<file path="src/rtl/stream_distributor.sv">
// -----------------------------------------------------------------------------
// stream_distributor
//
// Takes a transfer command (destination buffer, filter SRAM index, beat count),
// accepts AXI-Stream beats and splits each DATA_W beat into DATA_W/VALUE_W
// values. Values are emitted low lane first. Each value carries the latched
// destination tag and a running write address. The downstream side can apply
// backpressure.
//
// Optional build macro: DIST_LEN_CHECK_EN
//   defined   : len_err is a sticky length-mismatch flag, cleared by the next
//               command handshake
//   undefined : len_err is tied to 0 and no checking logic is built
//
// Ports
//   clk, reset                 single clock, synchronous active-high reset
//   cmd_valid/cmd_ready        command handshake
//   cmd_buf, cmd_sram, cmd_len destination buffer, filter SRAM, beat count
//                              (cmd_len 0 = unbounded, ends on TLAST only)
//   S_AXIS_TDATA/TVALID/TLAST/TREADY  AXI-Stream slave
//   out_valid/out_ready        value handshake towards the buffers
//   out_value, out_buf, out_sram, out_addr, out_last  value and its tags
//   done                       one-cycle pulse after the final value handshake
//   len_err                    length mismatch flag (see macro above)
// -----------------------------------------------------------------------------
module stream_distributor #(
  parameter int DATA_W   = 32,
  parameter int VALUE_W  = 16,
  parameter int NUM_BUF  = 4,
  parameter int NUM_SRAM = 4,
  parameter int LEN_W    = 16,
  parameter int ADDR_W   = 12,
  localparam int BUF_W   = (NUM_BUF  > 1) ? $clog2(NUM_BUF)  : 1,
  localparam int SRAM_W  = (NUM_SRAM > 1) ? $clog2(NUM_SRAM) : 1
) (
  input  logic              clk,
  input  logic              reset,
  input  logic              cmd_valid,
  output logic              cmd_ready,
  input  logic [BUF_W-1:0]  cmd_buf,
  input  logic [SRAM_W-1:0] cmd_sram,
  input  logic [LEN_W-1:0]  cmd_len,
  input  logic [DATA_W-1:0] S_AXIS_TDATA,
  input  logic              S_AXIS_TVALID,
  input  logic              S_AXIS_TLAST,
  output logic              S_AXIS_TREADY,
  output logic              out_valid,
  input  logic              out_ready,
  output logic [VALUE_W-1:0] out_value,
  output logic [BUF_W-1:0]  out_buf,
  output logic [SRAM_W-1:0] out_sram,
  output logic [ADDR_W-1:0] out_addr,
  output logic              out_last,
  output logic              done,
  output logic              len_err
);

  localparam int LANES  = DATA_W / VALUE_W;
  localparam int LANE_W = (LANES > 1) ? $clog2(LANES) : 1;
  localparam logic [LANE_W-1:0] LAST_LANE = LANE_W'(LANES - 1);

  typedef enum logic [1:0] {
    IDLE = 2'd0,
    RECV = 2'd1,
    DONE = 2'd2
  } state_t;

  state_t state, state_nxt;

  logic [LANES-1:0][VALUE_W-1:0] hold;
  logic                          hold_full;
  logic [LANE_W-1:0]             lane;
  logic [LEN_W-1:0]              beat_cnt;
  logic [LEN_W-1:0]              len_q;
  logic [BUF_W-1:0]              buf_q;
  logic [SRAM_W-1:0]             sram_q;
  logic [ADDR_W-1:0]             addr_q;
  logic                          final_captured;

  logic              cmd_fire;
  logic              in_fire;
  logic              out_fire;
  logic              at_last_lane;
  logic [LEN_W:0]    beat_next;
  logic              len_hit;
  logic              beat_final;

  // One extra bit so a count that reaches 2^LEN_W-1 never aliases to zero.
  assign beat_next    = {1'b0, beat_cnt} + (LEN_W + 1)'(1);
  assign len_hit      = (len_q != '0) && (beat_next == {1'b0, len_q});
  assign beat_final   = S_AXIS_TLAST | len_hit;
  assign at_last_lane = (lane == LAST_LANE);

  assign cmd_fire = cmd_valid & cmd_ready;
  assign in_fire  = S_AXIS_TVALID & S_AXIS_TREADY;
  assign out_fire = out_valid & out_ready;

  assign out_valid = hold_full & ~reset;
  assign out_value = hold[lane];
  // Once the final beat is in, nothing newer can enter the hold register, so
  // final_captured also tells us the held beat is the final one.
  assign out_last  = out_valid & at_last_lane & final_captured;
  assign out_buf   = buf_q;
  assign out_sram  = sram_q;
  assign out_addr  = addr_q;

  // ---------------------------------------------------------------------------
  // FSM: state register
  // ---------------------------------------------------------------------------
  // NOTE: every sequential block uses non-blocking (<=) assignments so all
  // registers update together from the values sampled at the same edge.
  always_ff @(posedge clk) begin
    if (reset) state <= IDLE;
    else       state <= state_nxt;
  end

  // ---------------------------------------------------------------------------
  // FSM: next state and handshake outputs
  // ---------------------------------------------------------------------------
  // NOTE: every output of this block gets a default before the case, so no
  // path leaves a signal unassigned and no latch is inferred.
  always_comb begin
    state_nxt     = state;
    cmd_ready     = 1'b0;
    S_AXIS_TREADY = 1'b0;
    done          = 1'b0;
    unique case (state)
      IDLE: begin
        cmd_ready = ~reset;
        if (cmd_valid) state_nxt = RECV;
      end
      RECV: begin
        // A new beat may load in the same cycle the last lane drains, which
        // keeps one value per cycle flowing without bubbles.
        S_AXIS_TREADY = ~reset & ~final_captured &
                        (~hold_full | (at_last_lane & out_ready));
        if (out_fire && out_last) state_nxt = DONE;
      end
      DONE: begin
        done      = ~reset;
        state_nxt = IDLE;
      end
      default: state_nxt = IDLE;
    endcase
  end

  // ---------------------------------------------------------------------------
  // Datapath: command latch, hold register, lane and address counters
  // ---------------------------------------------------------------------------
  // NOTE: the hold register is a plain DATA_W flop, not a memory array, so
  // clearing it on reset is cheap and keeps out_value deterministic.
  always_ff @(posedge clk) begin
    if (reset) begin
      hold           <= '0;
      hold_full      <= 1'b0;
      lane           <= '0;
      beat_cnt       <= '0;
      len_q          <= '0;
      buf_q          <= '0;
      sram_q         <= '0;
      addr_q         <= '0;
      final_captured <= 1'b0;
    end else begin
      if (cmd_fire) begin
        buf_q          <= cmd_buf;
        sram_q         <= cmd_sram;
        len_q          <= cmd_len;
        beat_cnt       <= '0;
        addr_q         <= '0;
        final_captured <= 1'b0;
        hold_full      <= 1'b0;
        lane           <= '0;
      end

      if (out_fire) begin
        addr_q <= addr_q + 1'b1;
        if (at_last_lane) begin
          lane      <= '0;
          hold_full <= 1'b0;
        end else begin
          lane <= lane + 1'b1;
        end
      end

      // A captured beat takes priority over the drain of the previous one.
      if (in_fire) begin
        hold      <= S_AXIS_TDATA;
        hold_full <= 1'b1;
        lane      <= '0;
        beat_cnt  <= beat_next[LEN_W-1:0];
        if (beat_final) final_captured <= 1'b1;
      end
    end
  end

  // ---------------------------------------------------------------------------
  // Optional length check
  // ---------------------------------------------------------------------------
`ifdef DIST_LEN_CHECK_EN
  logic len_err_q;

  always_ff @(posedge clk) begin
    if (reset) begin
      len_err_q <= 1'b0;
    end else if (cmd_fire) begin
      len_err_q <= 1'b0;
    end else if (in_fire && (len_q != '0)) begin
      // Early TLAST, or the expected beat count reached without TLAST.
      if ((S_AXIS_TLAST && (beat_next < {1'b0, len_q})) ||
          (len_hit && !S_AXIS_TLAST))
        len_err_q <= 1'b1;
    end
  end

  assign len_err = len_err_q;
`else
  assign len_err = 1'b0;
`endif

endmodule

</file>
<file path="config.mk">
export PLATFORM = sky130hd
export DESIGN_NAME = stream_distributor
export DESIGN_NICKNAME = d
export VERILOG_FILES = /design/src/rtl/stream_distributor.sv
export SDC_FILE = /design/constraint.sdc
export NUM_CORES = 1
export LEC_CHECK = 0
export ABC_AREA = 0
export BUFFER_PORTS_ARGS = -buffer_cell sky130_fd_sc_hd__buf_2
export CAP_MARGIN = 10
export CORE_MARGIN = 2
export CORE_UTILIZATION = 30
export CTS_CLUSTER_DIAMETER = 100
export DETAILED_ROUTE_END_ITERATION = 16
export GPL_ROUTABILITY_DRIVEN = 0
export PLACE_DENSITY = 0.49
export SYNTH_ARGS = -nofsm -noshare
export SYNTH_HDL_FRONTEND = slang
export SYNTH_SLANG_ARGS = --single-unit
</file>
<file path="constraint.sdc">
create_clock -name clk -period 2.27 [get_ports clk]
set_input_delay 0.227 -clock clk [delete_from_list [all_inputs] [get_ports clk]]
set_output_delay 0.227 -clock clk [all_outputs]
set_load 0.005 [all_outputs]
</file>
==> results.cfg <==
[run_status]
outcome = completed

[timing]
worst_slack_ps = 183
rsz0062_at_grt = no
hold-worst-slack_ps = 115
period_minus_slack_ps = 2090
worst_pin_slew_ps = 1040
slew-limit-headroom_pct = 30.7
fin_crit_sh_pct = 92.0
setup_tns_ps = 0
max_freq_mhz = 479
slew_viol_final = 0
fin_skew_ps = 8.11
finalHoldViolations = 0
finalSetupViolations = 0

[yosys]
ys_warn_count = 0
synthDistinctLibCells = 51
synth_edf_count = 0
synth-seq-cells = 85
synth_nets = 581
postSynthCellCount = 521
synth_flop_cell = dfxtp_1
synth_area_um2 = 4140
async_reset_ff_share_pct = 0
ys_seq_area_share_pct = 41.1
synth_area_per_cell_um2 = 7.94

[clock_network]
cts-root-buf = clkbuf_16
post-cts-setup-buffers = 0
worstSkewPairLatency_ps = 350
cts.sink_count = 85
path_clk_slew_ps = 60
cts_resized = 0
cts_tree = yes
cts_hold_buf = 0
htree_levels = 3
cts-buffers-inserted = 9
clock_path_buffers = 2

[finish]
area_growth_pct = 22.4
antenna_cells = 0
multi_input_area_um2 = 2260
final_nets = 665
drive_gt1_share_pct = 26.2
fill_cells = 1478
layout.cells.non_filler = 786
final_cell_area_um2 = 5060
regArea_um2 = 1700
utilization_pct = 37.9

[route]
ant_nets = 0
drt_iter0_markers = 215
dr.pass1.iters = 4
num_vias = 3851
drt_drc_violations_left = 0
detail_route.vias_per_cell = 4.90
drt_wl_total_um = 11000
wl_per_cell_um = 13.9

[worst_setup_path]
max_stage_delay_ps = 490
cp-startpoint = beat_cnt[0]
cp_cell_sequence = ha_1 -> nand3_2 -> or3_1 -> o21ai_0 -> nor4_2 -> nand4_1 -> o22ai_2
crit_type = reg -> reg
rr_worst_depth = 7
crit_arrival_ps = 2310
worstSetupEndpointType = register
critPathLaunchType = register
reg2reg_from = beat_cnt[0]
worstPathMaxFanout = 7
cp.required_ps = 2490
cp_slowest_cell = or3_1

[power]
leakagePower_nw = 1.98
peakVddDrop_uv = 318
finalPower_mw = 3.28
power_density_nw_per_um2 = 647

[place]
portBuffers = 94
dp.cells = 770
postPlaceCellArea_um2 = 4770
pre_cts_slack_ps = 118
dp_hpwl_um = 7770

[die]
core_um2 = 13300
num_rows = 42
io_pins = 96
fp.dieH_um = 121
die_w_um = 121
start_util_pct = 31.0
die-area_um2 = 14800

[global_route]
grt_pass1_wl_um = 17800
grt_overflow = 0
antenna_found_initial = 0
grt_max_degree = 62
grt_pass1_vias = 3606
grt.total_usage_pct = 15.3

[hold_path]
hold_path_class = in -> reg
min_from = cmd_len[13]
holdPathStages = 3

[run]
drv_cap = 0
[flip-flops by register name, indices dropped and copies added, names as in the netlist]
| signal | flops |
|---|---|
| hold | 32 |
| state | 2 |
| final_captured | 1 |
| len_q | 16 |
| hold_full | 1 |
| beat_cnt | 16 |
| out_sram | 2 |
| at_last_lane | 1 |
| out_buf | 2 |
| out_addr | 12 |
[path summary, 6_finish.rpt]
check                                      end  slack, ps
worst max-delay path            final_captured        180
worst min-delay path                 len_q[13]        120
worst max register to register  final_captured        180
worst min register to register      out_buf[0]        450
[cell type report]
type / instances / area share, %
sequential: 85 / 33.6
inverter: 2 / 0.148
clock buffer: 12 / 5.06
clock inverter: 4 / 0.642
timing repair buffer: 110 / 11.7
multi-input combinational: 397 / 44.5
tap: 176 / 4.35
[layout by cell type, fill, tap and decap left out, types with 3 or more instances in the layout]
cell type and n:
dfxtp_1 85, or2_2 3, and4_1 3, o21ai_0 18, xnor2_1 14, buf_2 94, a21oi_1 81, nor4_1 5
nor2b_1 3, and3_1 6, nand2_1 127, nor2_1 26, mux2_2 17, nor3_1 8, nand4_1 7, and2_1 4
nand3b_1 5, buf_4 16, clkbuf_16 9, or3_1 8, o22ai_1 3, nand3_1 12, a211oi_1 3, a311oi_1 5
xor2_1 9
[cells in the mapped netlist, types with 4 or more instances]
cell type	n	area share, %
nand2_1	127	12
dfxtp_1	85	41
a21oi_1	81	9.8
nor2_1	26	2.4
clkbuf_1	24	2.2
o21ai_0	18	2.2
mux2_2	17	4.6
xnor2_1	14	3.0
nand3_1	13	1.6
xor2_1	9	1.9
nor3_1	8	0.97
or3_1	8	1.2
buf_2	7	0.85
nand4_1	7	1.1
and3_1	6	0.91
a311oi_1	5	1.1
nand3b_1	5	0.91
nor4_1	5	0.76
and2_1	4	0.60
[report_power, final]
| part | leakage, nW | internal [mW] | total [mW] | switching (mW) |
|---|---|---|---|---|
| registers | 0.688 | 1.53 | 1.56 | 0.0308 |
| clock network | 0.135 | 0.805 | 1.41 | 0.608 |
| logic | 1.15 | 0.127 | 0.301 | 0.175 |
[critical path, delay by kind of cell (launching register included)]
family / cells / cell delay [ps]
and+or+nand+nor: 4 / 880
adders and majority gates: 1 / 300
DFF: 1 / 440
AOI/OAI and AO/OA: 2 / 360
[logic make-up after synthesis]
group / synth area share (%)
AND/OR/NAND/NOR: 27.2
AO/OA/AOI/OAI: 16.7
flip-flops: 41.1
buffers and inverters: 4.50
XOR/XNOR: 4.87
multiplexers: 4.87
adder cells (fa/ha/maj): 0.604
other: 0.0906
[routing by layer]
layer | global-route usage (%) | wire, um | vias to the layer above
met4 | 7.69 | 251 | 0
met5 | 0 | 0 | -
met1 | 21.3 | 5480 | 1785
met2 | 22.5 | 4740 | 89
li1 | - | - | 1961
met3 | 2.96 | 480 | 16
(Power assumes the default switching activity.)
